### src/rtl/core_run_ctrl_pkg.sv
// -----------------------------------------------------------------------------
// core_run_pkg
// Shared definitions for the core run controller:
//   - run_state_t : controller FSM encoding (3 bits)
//   - OPC_ECALL / OPC_EBREAK : the two encodings that end a run
//   - is_halt_opc() : matches either halting encoding
// -----------------------------------------------------------------------------
package core_run_pkg;

    typedef enum logic [2:0] {
        IDLE    = 3'd0,
        RESET   = 3'd1,
        RUN     = 3'd2,
        HALT    = 3'd3,
        TIMEOUT = 3'd4
    } run_state_t;

    localparam logic [31:0] OPC_ECALL  = 32'h0000_0073;
    localparam logic [31:0] OPC_EBREAK = 32'h0010_0073;

    // Exact 32-bit match: these are full-word system encodings, so any
    // other funct12/rs1/rd value (e.g. 0x00200073) must not stop the run.
    function automatic logic is_halt_opc(input logic [31:0] op);
        return (op == OPC_ECALL) || (op == OPC_EBREAK);
    endfunction

endpackage

### src/rtl/run_cycle_counter.sv
// -----------------------------------------------------------------------------
// run_cycle_counter
// Saturating up-counter with synchronous clear, count enable and a
// terminal-value compare. Used both for the core reset hold time and for
// the run-cycle budget.
// Ports:
//   clk   in   clock, rising edge
//   rst   in   asynchronous reset, active low (count -> 0)
//   clr   in   synchronous clear (wins over en)
//   en    in   count enable; holds at all-ones once reached
//   cnt   out  current count (registered)
//   term  out  high while cnt == TERM
// -----------------------------------------------------------------------------
module run_cycle_counter #(
    parameter int              W    = 32,
    parameter longint unsigned TERM = 0
) (
    input  logic         clk,
    input  logic         rst,
    input  logic         clr,
    input  logic         en,
    output logic [W-1:0] cnt,
    output logic         term
);

    localparam logic [W-1:0] TERM_V = W'(TERM);

    always_ff @(posedge clk or negedge rst) begin
        if (!rst) begin
            cnt <= '0;
        end else if (clr) begin
            cnt <= '0;
        end else if (en && (cnt != '1)) begin
            cnt <= cnt + W'(1);
        end
    end

    assign term = (cnt == TERM_V);

endmodule

### src/rtl/core_run_ctrl.sv
// -----------------------------------------------------------------------------
// core_run_ctrl
// Run controller for the single-cycle core: holds the core in reset for
// RST_HOLD cycles after start, lets it run, and stops it on ECALL/EBREAK
// or when the run-cycle budget (MAX_CYCLES, 0 = unlimited) is used up.
// Repeated runs are started with start; abort returns to IDLE at any time.
//
// Optional build macro CORE_RUN_SIG_EN adds a rotate-xor PC trace
// signature output (sig) for comparing executions against golden values.
//
// Ports:
//   clk          in   clock, rising edge
//   rst          in   asynchronous reset, active low
//   start        in   begin a run (honoured in IDLE/HALT/TIMEOUT only)
//   abort        in   force IDLE next cycle (beats start)
//   instr_valid  in   instr/pc valid this cycle
//   instr        in   instruction executing in the core
//   pc           in   PC of instr
//   core_rst     out  active-high reset to the core
//   core_en      out  core clock enable
//   busy         out  high in RESET or RUN
//   done         out  high in HALT or TIMEOUT
//   timed_out    out  high in TIMEOUT
//   cycle_cnt    out  RUN cycles elapsed (saturating, frozen after stop)
//   halt_pc      out  PC of the halting instruction
//   sig          out  PC trace signature (CORE_RUN_SIG_EN only)
// -----------------------------------------------------------------------------
module core_run_ctrl
    import core_run_pkg::*;
#(
    parameter int unsigned RST_HOLD   = 3,
    parameter int unsigned MAX_CYCLES = 1024,
    parameter int          CNT_W      = 32,
    parameter int          PC_W       = 32,
    parameter int          INSTR_W    = 32
) (
    input  logic               clk,
    input  logic               rst,
    input  logic               start,
    input  logic               abort,
    input  logic               instr_valid,
    input  logic [INSTR_W-1:0] instr,
    input  logic [PC_W-1:0]    pc,
    output logic               core_rst,
    output logic               core_en,
    output logic               busy,
    output logic               done,
    output logic               timed_out,
    output logic [CNT_W-1:0]   cycle_cnt,
    output logic [PC_W-1:0]    halt_pc
`ifdef CORE_RUN_SIG_EN
    ,
    output logic [PC_W-1:0]    sig
`endif
);

    // ------------------------------------------------------------------
    // Elaboration-time parameter checks
    // ------------------------------------------------------------------
    generate
        if (INSTR_W < 32) begin : g_bad_instr_w
            $error("core_run_ctrl: INSTR_W must be at least 32");
        end
        if (RST_HOLD < 1) begin : g_bad_rst_hold
            $error("core_run_ctrl: RST_HOLD must be at least 1");
        end
    endgenerate

    // Hold counter counts 0 .. RST_HOLD-1 while in RESET; the width covers
    // RST_HOLD so RST_HOLD=1 still gets a 1-bit counter.
    localparam int              HOLD_W   = $clog2(RST_HOLD + 1);
    localparam longint unsigned HOLD_END = longint'(RST_HOLD) - 1;
    localparam logic            TO_EN    = (MAX_CYCLES != 0);
    localparam longint unsigned RUN_END  = TO_EN ? (longint'(MAX_CYCLES) - 1) : 0;

    run_state_t  state, next;
    logic        go;
    logic        halt_hit;
    logic        hold_done;
    logic        run_limit;
    logic        run_stay;
    logic [HOLD_W-1:0] hold_cnt;

    // next-cycle values of the registered status outputs
    logic        nxt_core_rst, nxt_core_en, nxt_busy, nxt_done, nxt_timed_out;

    // A start only counts outside RESET/RUN and only when abort is quiet.
    assign go       = start && !abort &&
                      ((state == IDLE) || (state == HALT) || (state == TIMEOUT));
    assign halt_hit = instr_valid && is_halt_opc(instr[31:0]);
    assign run_stay = (state == RUN) && (next == RUN);

    // ------------------------------------------------------------------
    // Counters
    // ------------------------------------------------------------------
    run_cycle_counter #(
        .W    (HOLD_W),
        .TERM (HOLD_END)
    ) u_hold_cnt (
        .clk  (clk),
        .rst  (rst),
        .clr  (go),
        .en   (state == RESET),
        .cnt  (hold_cnt),
        .term (hold_done)
    );

    // Only cycles that stay in RUN advance the count, so the value seen
    // alongside the halting/terminal cycle is the one left frozen.
    run_cycle_counter #(
        .W    (CNT_W),
        .TERM (RUN_END)
    ) u_run_cnt (
        .clk  (clk),
        .rst  (rst),
        .clr  (go),
        .en   (run_stay),
        .cnt  (cycle_cnt),
        .term (run_limit)
    );

    // ------------------------------------------------------------------
    // FSM
    // ------------------------------------------------------------------
    always_ff @(posedge clk or negedge rst) begin
        if (!rst) begin
            state <= IDLE;
        end else begin
            state <= next;
        end
    end

    always_comb begin
        next = state;
        case (state)
            IDLE:    if (go) next = RESET;
            RESET:   if (hold_done) next = RUN;
            RUN: begin
                // halt beats timeout when both land on the same cycle
                if (halt_hit)                next = HALT;
                else if (TO_EN && run_limit) next = TIMEOUT;
            end
            HALT,
            TIMEOUT: if (go) next = RESET;
            default: next = IDLE;
        endcase
        if (abort) next = IDLE;

        // Outputs are decoded from the next state and registered, so they
        // change on the same edge as the state itself.
        nxt_core_rst  = (next == IDLE) || (next == RESET);
        nxt_core_en   = (next == RUN);
        nxt_busy      = (next == RESET) || (next == RUN);
        nxt_done      = (next == HALT) || (next == TIMEOUT);
        nxt_timed_out = (next == TIMEOUT);
    end

    always_ff @(posedge clk or negedge rst) begin
        if (!rst) begin
            core_rst  <= 1'b1;
            core_en   <= 1'b0;
            busy      <= 1'b0;
            done      <= 1'b0;
            timed_out <= 1'b0;
        end else begin
            core_rst  <= nxt_core_rst;
            core_en   <= nxt_core_en;
            busy      <= nxt_busy;
            done      <= nxt_done;
            timed_out <= nxt_timed_out;
        end
    end

    // ------------------------------------------------------------------
    // Halt PC capture: cleared by a new run, kept across abort
    // ------------------------------------------------------------------
    always_ff @(posedge clk or negedge rst) begin
        if (!rst) begin
            halt_pc <= '0;
        end else if (go) begin
            halt_pc <= '0;
        end else if ((state == RUN) && (next == HALT)) begin
            halt_pc <= pc;
        end
    end

`ifdef CORE_RUN_SIG_EN
    // ------------------------------------------------------------------
    // PC trace signature: rotate left by one, xor in the retired PC.
    // Only RUN cycles contribute, so it freezes along with cycle_cnt.
    // ------------------------------------------------------------------
    always_ff @(posedge clk or negedge rst) begin
        if (!rst) begin
            sig <= '0;
        end else if (go) begin
            sig <= '0;
        end else if ((state == RUN) && instr_valid) begin
            sig <= {sig[PC_W-2:0], sig[PC_W-1]} ^ pc;
        end
    end
`endif

endmodule

### config.mk
export PLATFORM = sky130hd
export DESIGN_NAME = core_run_ctrl
export DESIGN_NICKNAME = d
export VERILOG_FILES = /design/src/rtl/core_run_ctrl_pkg.sv /design/src/rtl/run_cycle_counter.sv /design/src/rtl/core_run_ctrl.sv
export SDC_FILE = /design/constraint.sdc
export NUM_CORES = 1
export LEC_CHECK = 0
export CAP_MARGIN = 25
export CORE_UTILIZATION = 48
export CTS_CLUSTER_DIAMETER = 150
export DETAILED_ROUTE_END_ITERATION = 8
export GPL_TIMING_DRIVEN = 0
export PLACE_DENSITY = 0.87
export SETUP_SLACK_MARGIN = 0.1
export SYNTH_ARGS = -nofsm -noshare
export SYNTH_HDL_FRONTEND = slang
export SYNTH_SLANG_ARGS = --single-unit
### constraint.sdc
create_clock -name clk -period 5.9 [get_ports clk]
set_input_delay 1.475 -clock clk [delete_from_list [all_inputs] [get_ports clk]]
set_output_delay 1.475 -clock clk [all_outputs]
set_load 0.02 [all_outputs]
Yosys cells after proc, flatten, opt, wreduce, memory -nomap -nowiden
Index checks and enable logic that the tools add are counted.
{"block": "op_classes", "n_addsub": 2, "n_eq_ne": 14, "n_mux": 12, "n_reduce_logical": 20}
{"op": "two-way mux 32 bit", "n": 4}
{"op": "adder 32 x 1 -> 32 bit (second input constant)", "n": 1}
{"op": "equality test 32 x 10 -> 1 bit (second input constant)", "n": 1}
{"op": "equality test 32 x 21 -> 1 bit (second input constant)", "n": 1}
{"op": "equality test 32 x 7 -> 1 bit (second input constant)", "n": 1}
{"op": "!= test 32 bit (second input constant)", "n": 1}
{"op": "two-way mux 3 bit", "n": 5}
{"op": "equality test 3 x 2 -> 1 bit (second input constant)", "n": 4}
{"op": "one-hot mux 3 bit (3 select lines)", "n": 1}
{"op": "logical AND 1 bit", "n": 7}
{"op": "equality test 3 x 1 -> 1 bit (second input constant)", "n": 2}
{"op": "equality test 3 bit (second input constant)", "n": 2}
{"op": "zero test 3 bit", "n": 2}
{"op": "logical OR 1 bit", "n": 6}
{"op": "nonzero test 2 bit", "n": 3}
{"op": "two-way mux 2 bit", "n": 2}
{"op": "OR reduction 3 bit", "n": 1}
{"op": "adder 2 x 1 -> 2 bit (second input constant)", "n": 1}
{"op": "equality test 2 bit (second input constant)", "n": 1}
{"op": "!= test 2 bit (second input constant)", "n": 1}
{"op": "zero test 1 bit", "n": 1}
{"block": "totals", "register_bits": 74, "input_bits": 69, "word_cells": 57}

Longest topological paths before layout
Gate-level depths: netlist of the first run.
{"block": "depth", "word_depth": 12, "ltp_mapped": 9}

Modules after synthesis
From an unflattened synthesis of the first run, not the netlist that was laid out.
{"block": "hier_totals", "cells_unflattened": 420, "area_unflattened_um2": 4096.4}
{"mod": "core_run_ctrl", "n_inst": 1, "cells_per_inst": 202, "area_per_inst_um2": 2026.9, "seq_area_each_um2": 1002.2}
{"mod": "run_cycle_counter at u_run_cnt", "n_inst": 1, "cells_per_inst": 206, "area_per_inst_um2": 1926.8, "seq_area_each_um2": 800.8}
{"mod": "run_cycle_counter at u_hold_cnt", "n_inst": 1, "cells_per_inst": 12, "area_per_inst_um2": 142.6, "seq_area_each_um2": 50.0}

Worst setup path after synthesis of the first run
Ideal clock, no wire load.
{"block": "synth_path", "kind": "in2reg", "startpoint": "input port instr[6]", "endpoint": "register u_run_cnt.cnt[5]", "setup_ps": 140, "arrival_ps": 3013, "t_required_ps": 5760, "slack_ps": 2747, "stages": 7, "path_cell_list": "nor4b_1 > and4_1 > a2111oi_4 > nand3_2 > buf_2 > o311ai_0 > o41ai_1"}
{"block": "synth_via", "elab_chain_len": 10, "elab_cells_between_ends": 11, "cone_classes": "eq/ne: 3; mux: 3; reduce/logical: 5"}
{"item": "start, declared", "line_no": "core_run_ctrl.sv:42", "source": "input logic [INSTR_W-1:0] instr,"}
{"item": "equality test 32 x 7 -> 1 bit or equality test 32 x 21 -> 1 bit (tied branches)", "line_no": "core_run_ctrl_pkg.sv:24", "source": "return (op == OPC_ECALL) || (op == OPC_EBREAK);"}
{"item": "logical OR 1 bit *", "line_no": "core_run_ctrl_pkg.sv:24"}
{"item": "logical AND 1 bit *", "line_no": "core_run_ctrl.sv:90", "source": "assign halt_hit = instr_valid && is_halt_opc(instr[31:0]);"}
{"item": "two-way mux 3 bit *", "line_no": "core_run_ctrl.sv:140", "source": "if (halt_hit) next = HALT;"}
{"item": "one-hot mux 3 bit (3 select lines) *", "line_no": "core_run_ctrl.sv:135", "source": "case (state)"}
{"item": "two-way mux 3 bit *", "line_no": "core_run_ctrl.sv:147", "source": "if (abort) next = IDLE;"}
{"item": "equality test 3 x 2 -> 1 bit *", "line_no": "core_run_ctrl.sv:91", "source": "assign run_stay = (state == RUN) && (next == RUN);"}
{"item": "logical AND 1 bit *", "line_no": "core_run_ctrl.sv:91"}
{"item": "logical AND 1 bit *", "line_no": "run_cycle_counter.sv:33", "source": "end else if (en && (cnt != '1)) begin"}
{"item": "nonzero test 2 bit (no source line) *"}
{"item": "end signal, assigned", "line_no": "run_cycle_counter.sv:34", "source": "cnt <= cnt + W'(1);"}
{"item": "end, declared", "line_no": "run_cycle_counter.sv:22", "source": "output logic [W-1:0] cnt,"}
Every way passes the cells marked *; elsewhere a longest branch is shown, timed or not.
A chain may end at the register's enable or synchronous reset.

Final worst setup path of the first run
{"block": "layout_path", "startpoint": "input port instr[6]", "endpoint": "register u_run_cnt.cnt[10]"}
The elaborated chain is that of the path after synthesis.

==> reports/qor.csv, run 1 <==
stage;metric;value;unit
outcome;status;completed;
min_path;hold_path_class;register to register;
cts;htreeDepth;3;
timing;fin_skew;0.0120;ns
timing;period_minus_slack;3.59;ns
drt;drc;0;
cts;cts_max_path_buffers;2;
drt;postRouteAntennaNets;0;
cells_and_area;mostFrequentLayoutCells;clkdlybuf4s50_1 (135), nand2_1 (88), dfrtp_1 (73);
timing;tightest_slew;0.646;ns
timing;rsz0062_at_grt;false;
timing;post-route-period-util;0.608;
cells_and_area;final_common_cell;clkdlybuf4s50_1;
die;ios;138;
critical_path;crit_type;input pin to register;
drt;avgRoutedWirePerCell;16.1;µm
critical_path;required;6.11;ns
cells_and_area;nNetsFinal;633;
cts;cts-root-buf;clkbuf_8;
cts;postCtsSetupBuffers;0;
placement;hpwl;8040;µm
die;start_util;0.506;
grt;track_usage;0.273;
synth;yosys_warnings;0;
timing;tns;0;ns
grt;antenna_found_initial;0;
cts;cts_made_buffers;9;
critical_path;cpMaxStageDelayCell;a2111oi_4;
critical_path;cpLargestDelayFamily;compound AO/OA/AOI/OAI gates;
synth;synth_ff_type;dfrtp_1;
critical_path;slowest_delay;0.46;ns
timing;slew_headroom;0.566;
drt;viasPerCell;5.77;
critical_path;path_cells;clkdlybuf4s50_1, nor4b_1, and4_1, a2111oi_4, nand3_2, buf_2, o311ai_0, o41ai_1;
synth;ys_ff_latch;74;
power_and_ir_drop;leakage;2.15;nW
critical_path;endpoint_kind;register;
timing;finalSetupViolCount;0;
placement;place_congestion;0.859;
timing;hold_viol_final;0;
run;drv_cap;0;
power_and_ir_drop;p_per_area;197;nW/µm²
grt;grt_pass1_wl;18100;µm
synth;ys_seq_area_frac;0.497;
drt;firstDrtPassIters;6;
critical_path;cp_num_buf_inv;2;
cts;post_cts_resize_count;0;
placement;port_buffers;136;
cts;clkTransAtPathRegs;0.08;ns
die;die_h;90.2;µm
cts;cts.sinks;74;
cells_and_area;syn_to_final_growth;45.7;%
drt;drtIter0Drc;187;
cts;cts_tree;done;
timing;slew_violations;0;
power_and_ir_drop;ir_drop;0.141;mV
cells_and_area;utilization;0.738;
cts;clk_latency;0.35;ns
synth;synth_area_per_cell;9.03;µm²
cells_and_area;antenna-diode-count;0;
die;floorplan.rows;31;
drt;num_vias;3836;
grt;grt_max_degree;45;
critical_path;cp.arrival;3.80;ns
grt;grt_pass1_vias;3771;
die;core;7370;µm²
grt;grt_overflow_total;0;
synth;syn_area;3730;µm²
die;dieArea;8130;µm²
synth;synth_async_sr_flop_share;1.00;
synth;synth.distinct_cells;47;
placement;place_ws;1.97;ns
cells_and_area;layout-drive-gt1-share;0.0583;
cts;ctsHoldBuffers;0;
drt;wl;10700;µm
die;die_x;90.2;µm
critical_path;critPathMaxFanout;10;
synth;synth_edf_count;0;
cells_and_area;fill_cells;557;
critical_path;startpoint_type;input pin;
timing;timing.fmax;0.279;GHz
timing;finalWorstSetupSlack;2.31;ns
synth;syn_inst;413;
synth;syn_nets;485;
[worst register-to-register path, stage by stage, from the launching register on]
cell     delay, ns
dfrtp_1       0.44
ha_1          0.34
nor4b_1       0.28
nand4_1       0.17
or3_1         0.46
nand3_2       0.19
buf_2         0.28
nor3_1        0.08
a221o_1       0.27
[logic make-up (layout without fill, tap and decap cells)]
family                   after synthesis  in the layout  share of synthesized area
AO/OA/AOI/OAI                         96             96                      0.158
XOR/XNOR                               2              2                    0.00470
adder cells (fa/ha/maj)                3              3                     0.0101
buffers and inverters                 29            182                     0.0342
flip-flops                            74             74                      0.497
multiplexers                           4              4                     0.0107
AND/OR/NAND/NOR                      205            205                      0.286
[state kept, by name, summed over array words and instances (netlist names)]
name and flops:
halt_pc 32, u_run_cnt.cnt 32, state 3, u_hold_cnt.cnt 2
busy 1, core_en 1, core_rst 1, done 1
timed_out 1
[final timing paths]
kind                             startpoint                 to  slack, ns  depth (start not counted)
max                                instr[6]  u_run_cnt.cnt[10]       2.31                          8
min                             halt_pc[16]        halt_pc[16]       0.53                          2
max reg2reg                u_run_cnt.cnt[0]   u_run_cnt.cnt[9]       3.26                          8
min reg2reg                     halt_pc[16]        halt_pc[16]       0.53                          2
max in group asynchronous               rst   u_run_cnt.cnt[4]       4.28                          2
min in group asynchronous               rst  u_run_cnt.cnt[24]       1.05                          1
[layout make-up]
class / count / area [µm²] / share of cell area
multi-input cells: 310 / 1750 / 0.322
inverters: 8 / 30.0 / 0.00552
clock buffers: 10 / 138 / 0.0253
flip-flops and latches: 74 / 1850 / 0.341
clock inverters: 6 / 65.1 / 0.0120
well taps: 99 / 124 / 0.0228
plain buffers: 21 / 97.6 / 0.0180
repair buffers: 137 / 1380 / 0.254
[routing by layer]
| metal | global-route usage | share of wire |
|---|---|---|
| met4 | 0.0793 | 0.015 |
| met5 | 0 | 0 |
| met3 | 0.0948 | 0.094 |
| met2 | 0.457 | 0.50 |
| met1 | 0.334 | 0.39 |
[cells in the mapped netlist, types with 2 or more instances]
| cell | number | area, µm² |
|---|---|---|
| dfrtp_1 | 73 | 1830 |
| mux2i_1 | 4 | 40.0 |
| nand3_2 | 2 | 20.0 |
| and3_1 | 5 | 31.3 |
| nor4_1 | 12 | 75.1 |
| a21o_1 | 4 | 30.0 |
| nor4b_1 | 3 | 26.3 |
| nand4_1 | 10 | 62.6 |
| o41ai_1 | 2 | 17.5 |
| nor2_1 | 15 | 56.3 |
| o21a_1 | 3 | 22.5 |
| clkbuf_1 | 15 | 56.3 |
| ha_1 | 3 | 37.5 |
| nand2_1 | 88 | 330 |
| or4_1 | 10 | 75.1 |
| o311ai_0 | 2 | 17.5 |
| nor2b_1 | 3 | 18.8 |
| o21ai_0 | 46 | 230 |
| buf_4 | 2 | 15.0 |
| inv_1 | 8 | 30.0 |
| nand3_1 | 16 | 80.1 |
| a21oi_1 | 22 | 110 |
| and4_1 | 7 | 61.3 |
| nand2b_1 | 5 | 31.3 |
| or3_1 | 13 | 81.3 |
| nor3_1 | 8 | 40.0 |
| buf_2 | 3 | 15.0 |
| o31ai_1 | 7 | 52.6 |
| o211ai_1 | 2 | 15.0 |
| xnor2_1 | 2 | 17.5 |
| nor4bb_1 | 2 | 20.0 |
[per-stage QoR]
stage / cells / instance area [µm²] / power, mW / hold slack [ns]
floorplan: 413 / 3730 / 0.592 / 0.517
global placement: 648 / 5220 / 0.666 / 0.514
detailed placement: 649 / 5230 / 0.675 / 0.523
CTS: 665 / 5440 / 1.07 / 0.533
global route: 665 / 5440 / 1.12 / 0.548
finish: 665 / 5440 / 1.07 / 0.526
[where the power goes]
group	total (mW)	leakage [nW]	internal [mW]	switching, mW
combinational	0.134	1.02	0.0687	0.0658
sequential	0.529	1.03	0.518	0.0112
clock	0.407	0.103	0.208	0.199
Note: power is estimated with default switching activity, not from simulation.
==> inputs of run 2 (changes only) <==
--- a/config.mk
+++ b/config.mk
@@ -6,11 +6,11 @@
 export NUM_CORES = 1
 export LEC_CHECK = 0
 export CAP_MARGIN = 25
-export CORE_UTILIZATION = 48
+export CORE_UTILIZATION = 45
 export CTS_CLUSTER_DIAMETER = 150
 export DETAILED_ROUTE_END_ITERATION = 8
 export GPL_TIMING_DRIVEN = 0
-export PLACE_DENSITY = 0.87
+export PLACE_DENSITY = 0.82
 export SETUP_SLACK_MARGIN = 0.1
 export SYNTH_ARGS = -nofsm -noshare
 export SYNTH_HDL_FRONTEND = slang
==> constraint.sdc (replaced) <==
create_clock -name clk -period 3.4 [get_ports clk]
set_input_delay 0.85 -clock clk [delete_from_list [all_inputs] [get_ports clk]]
set_output_delay 0.85 -clock clk [all_outputs]
set_load 0.02 [all_outputs]
==> reports/qor.csv, run 2 (synthesis gave the netlist of run 1 again) <==
stage;metric;value;unit
outcome;status;completed;
timing;tightest_slew;0.689;ns
cts;cts-root-buf;clkbuf_8;
drt;avgRoutedWirePerCell;16.1;µm
die;die_h;93.0;µm
run;drv_cap;0;
power_and_ir_drop;seq_power_share;0.507;
critical_path;required;3.62;ns
cts;clk_latency;0.35;ns
timing;post-route-period-util;0.863;
timing;fin_skew;0.0141;ns
min_path;hold_path_class;input pin to asynchronous set/reset pin;
cts;ctsHoldBuffers;0;
die;dieArea;8660;µm²
critical_path;startpoint_type;input pin;
drt;postRouteAntennaNets;0;
cts;cts_tree;done;
power_and_ir_drop;p_int;1.30;mW
die;core;7890;µm²
critical_path;path_cells;clkdlybuf4s50_1, nor4b_1, and4_1, a2111oi_4, nand3_2, buf_2, o311ai_0, o41ai_1;
critical_path;critPathMaxFanout;10;
critical_path;endpoint_kind;register;
critical_path;reg2reg_from;u_run_cnt.cnt[0];
grt;track_usage;0.262;
drt;wl;10700;µm
cts;htreeDepth;3;
drt;drc;0;
power_and_ir_drop;switching_power;0.513;mW
grt;grt_max_degree;51;
die;ios;138;
drt;num_vias;3848;
drt;viasPerCell;5.76;
timing;slew_violations;0;
power_and_ir_drop;leakage;2.14;nW
cts;clkTransAtPathRegs;0.09;ns
cells_and_area;antenna-diode-count;0;
grt;grt_pass1_wl;18100;µm
die;floorplan.rows;32;
grt;antenna_found_initial;0;
power_and_ir_drop;ir_drop;0.217;mV
placement;port_buffers;136;
cts;cts_made_buffers;9;
drt;drtIter0Drc;236;
grt;grt_overflow_total;0;
timing;hold_slack;0.402;ns
power_and_ir_drop;pwr-share-clk;0.364;
critical_path;cp.arrival;3.15;ns
timing;period_minus_slack;2.93;ns
cells_and_area;syn_to_final_growth;45.6;%
timing;finalSetupViolCount;0;
timing;slew_headroom;0.537;
placement;hpwl;7940;µm
power_and_ir_drop;swShare;0.284;
die;die_x;93.0;µm
timing;hold_viol_final;0;
placement;place_congestion;0.849;
power_and_ir_drop;total_power;1.81;mW
cts;cts.sinks;74;
cts;postCtsSetupBuffers;0;
die;start_util;0.473;
cells_and_area;nNetsFinal;633;
timing;timing.fmax;0.341;GHz
critical_path;cpMaxStageDelayCell;a2111oi_4;
critical_path;critPathLaunch;instr[6];
power_and_ir_drop;combPwrFrac;0.129;
critical_path;slowest_delay;0.46;ns
power_and_ir_drop;p_per_area;333;nW/µm²
grt;grt_pass1_vias;3942;
cells_and_area;mostFrequentLayoutCells;clkdlybuf4s50_1 (135), nand2_1 (88), dfrtp_1 (73);
timing;rsz0062_at_grt;false;
drt;firstDrtPassIters;5;
cts;post_cts_resize_count;0;
cells_and_area;reg.largest.list;halt_pc: 32 flops, u_run_cnt.cnt: 32 flops, state: 3 flops;
cells_and_area;layout-drive-gt1-share;0.0583;
cts;cts_max_path_buffers;2;
cells_and_area;final_common_cell;clkdlybuf4s50_1;
critical_path;crit_type;input pin to register;
## run 2: through the flow
step           setup TNS [ns]  cells  area, µm²  worst slack [ns]  utilization
4_1_cts                     0    668       5430             0.493        0.688
3_3_place_gp           -83.24    651       5220             -1.14        0.662
3_5_place_dp                0    652       5240             0.125        0.665
2_1_floorplan               0    413       3730             0.872            -
5_1_grt                     0    668       5430             0.297        0.688
6_report                    0    668       5430             0.466        0.688
## run 2: worst max-delay path: cells and delay by family
kind	cells	cell delay, ns
compound gates	3	0.95
buf+inv	2	0.68
simple gates	3	0.67
## run 2: area by class of cell
cell class                 count  area [µm²]
timing repair buffer         137        1390
clock buffer                   9         124
inverter                       8        30.0
fill                         627        2460
sequential                    74        1850
multi-input combinational    310        1750
clock inverter                 7        61.3
buffer                        21        97.6
tap                          102         128
## run 2: power groups by stage
stage,Combinational [mW],Clock [mW],Sequential [mW]
detailed placement,0.234,0,0.935
floorplan,0.0883,0,0.939
CTS,0.235,0.659,0.918
global route,0.259,0.699,0.920
finish,0.233,0.659,0.918
global placement,0.222,0,0.934
## run 2: routing by layer
| layer | global-route usage | share of wire | up-vias |
|---|---|---|---|
| li1 | - | - | 1801 |
| met1 | 0.315 | 0.41 | 1865 |
| met2 | 0.439 | 0.48 | 163 |
| met3 | 0.0862 | 0.095 | 19 |
| met4 | 0.0936 | 0.015 | 0 |
| met5 | 0 | 0 | - |
## run 2: worst paths after layout
path                                           to  slack (ns)  cells after the start
worst max register to register   u_run_cnt.cnt[9]        0.74                      8
min in group clk                       halt_pc[5]        0.53                      2
worst min-delay path            u_run_cnt.cnt[30]        0.40                      1
max in group asynchronous        u_run_cnt.cnt[7]        2.44                      2
worst max-delay path             u_run_cnt.cnt[5]        0.47                      8
worst min register to register         halt_pc[5]        0.53                      2
==> inputs of run 3 (changes only) <==
--- a/config.mk
+++ b/config.mk
@@ -12,6 +12,7 @@
 export GPL_TIMING_DRIVEN = 0
 export PLACE_DENSITY = 0.82
 export SETUP_SLACK_MARGIN = 0.1
+export SKIP_LAST_GASP = 1
 export SYNTH_ARGS = -nofsm -noshare
 export SYNTH_HDL_FRONTEND = slang
 export SYNTH_SLANG_ARGS = --single-unit
==> results of run 3 <==
The final DEF is identical to that of run 2; final timing and power are the same.
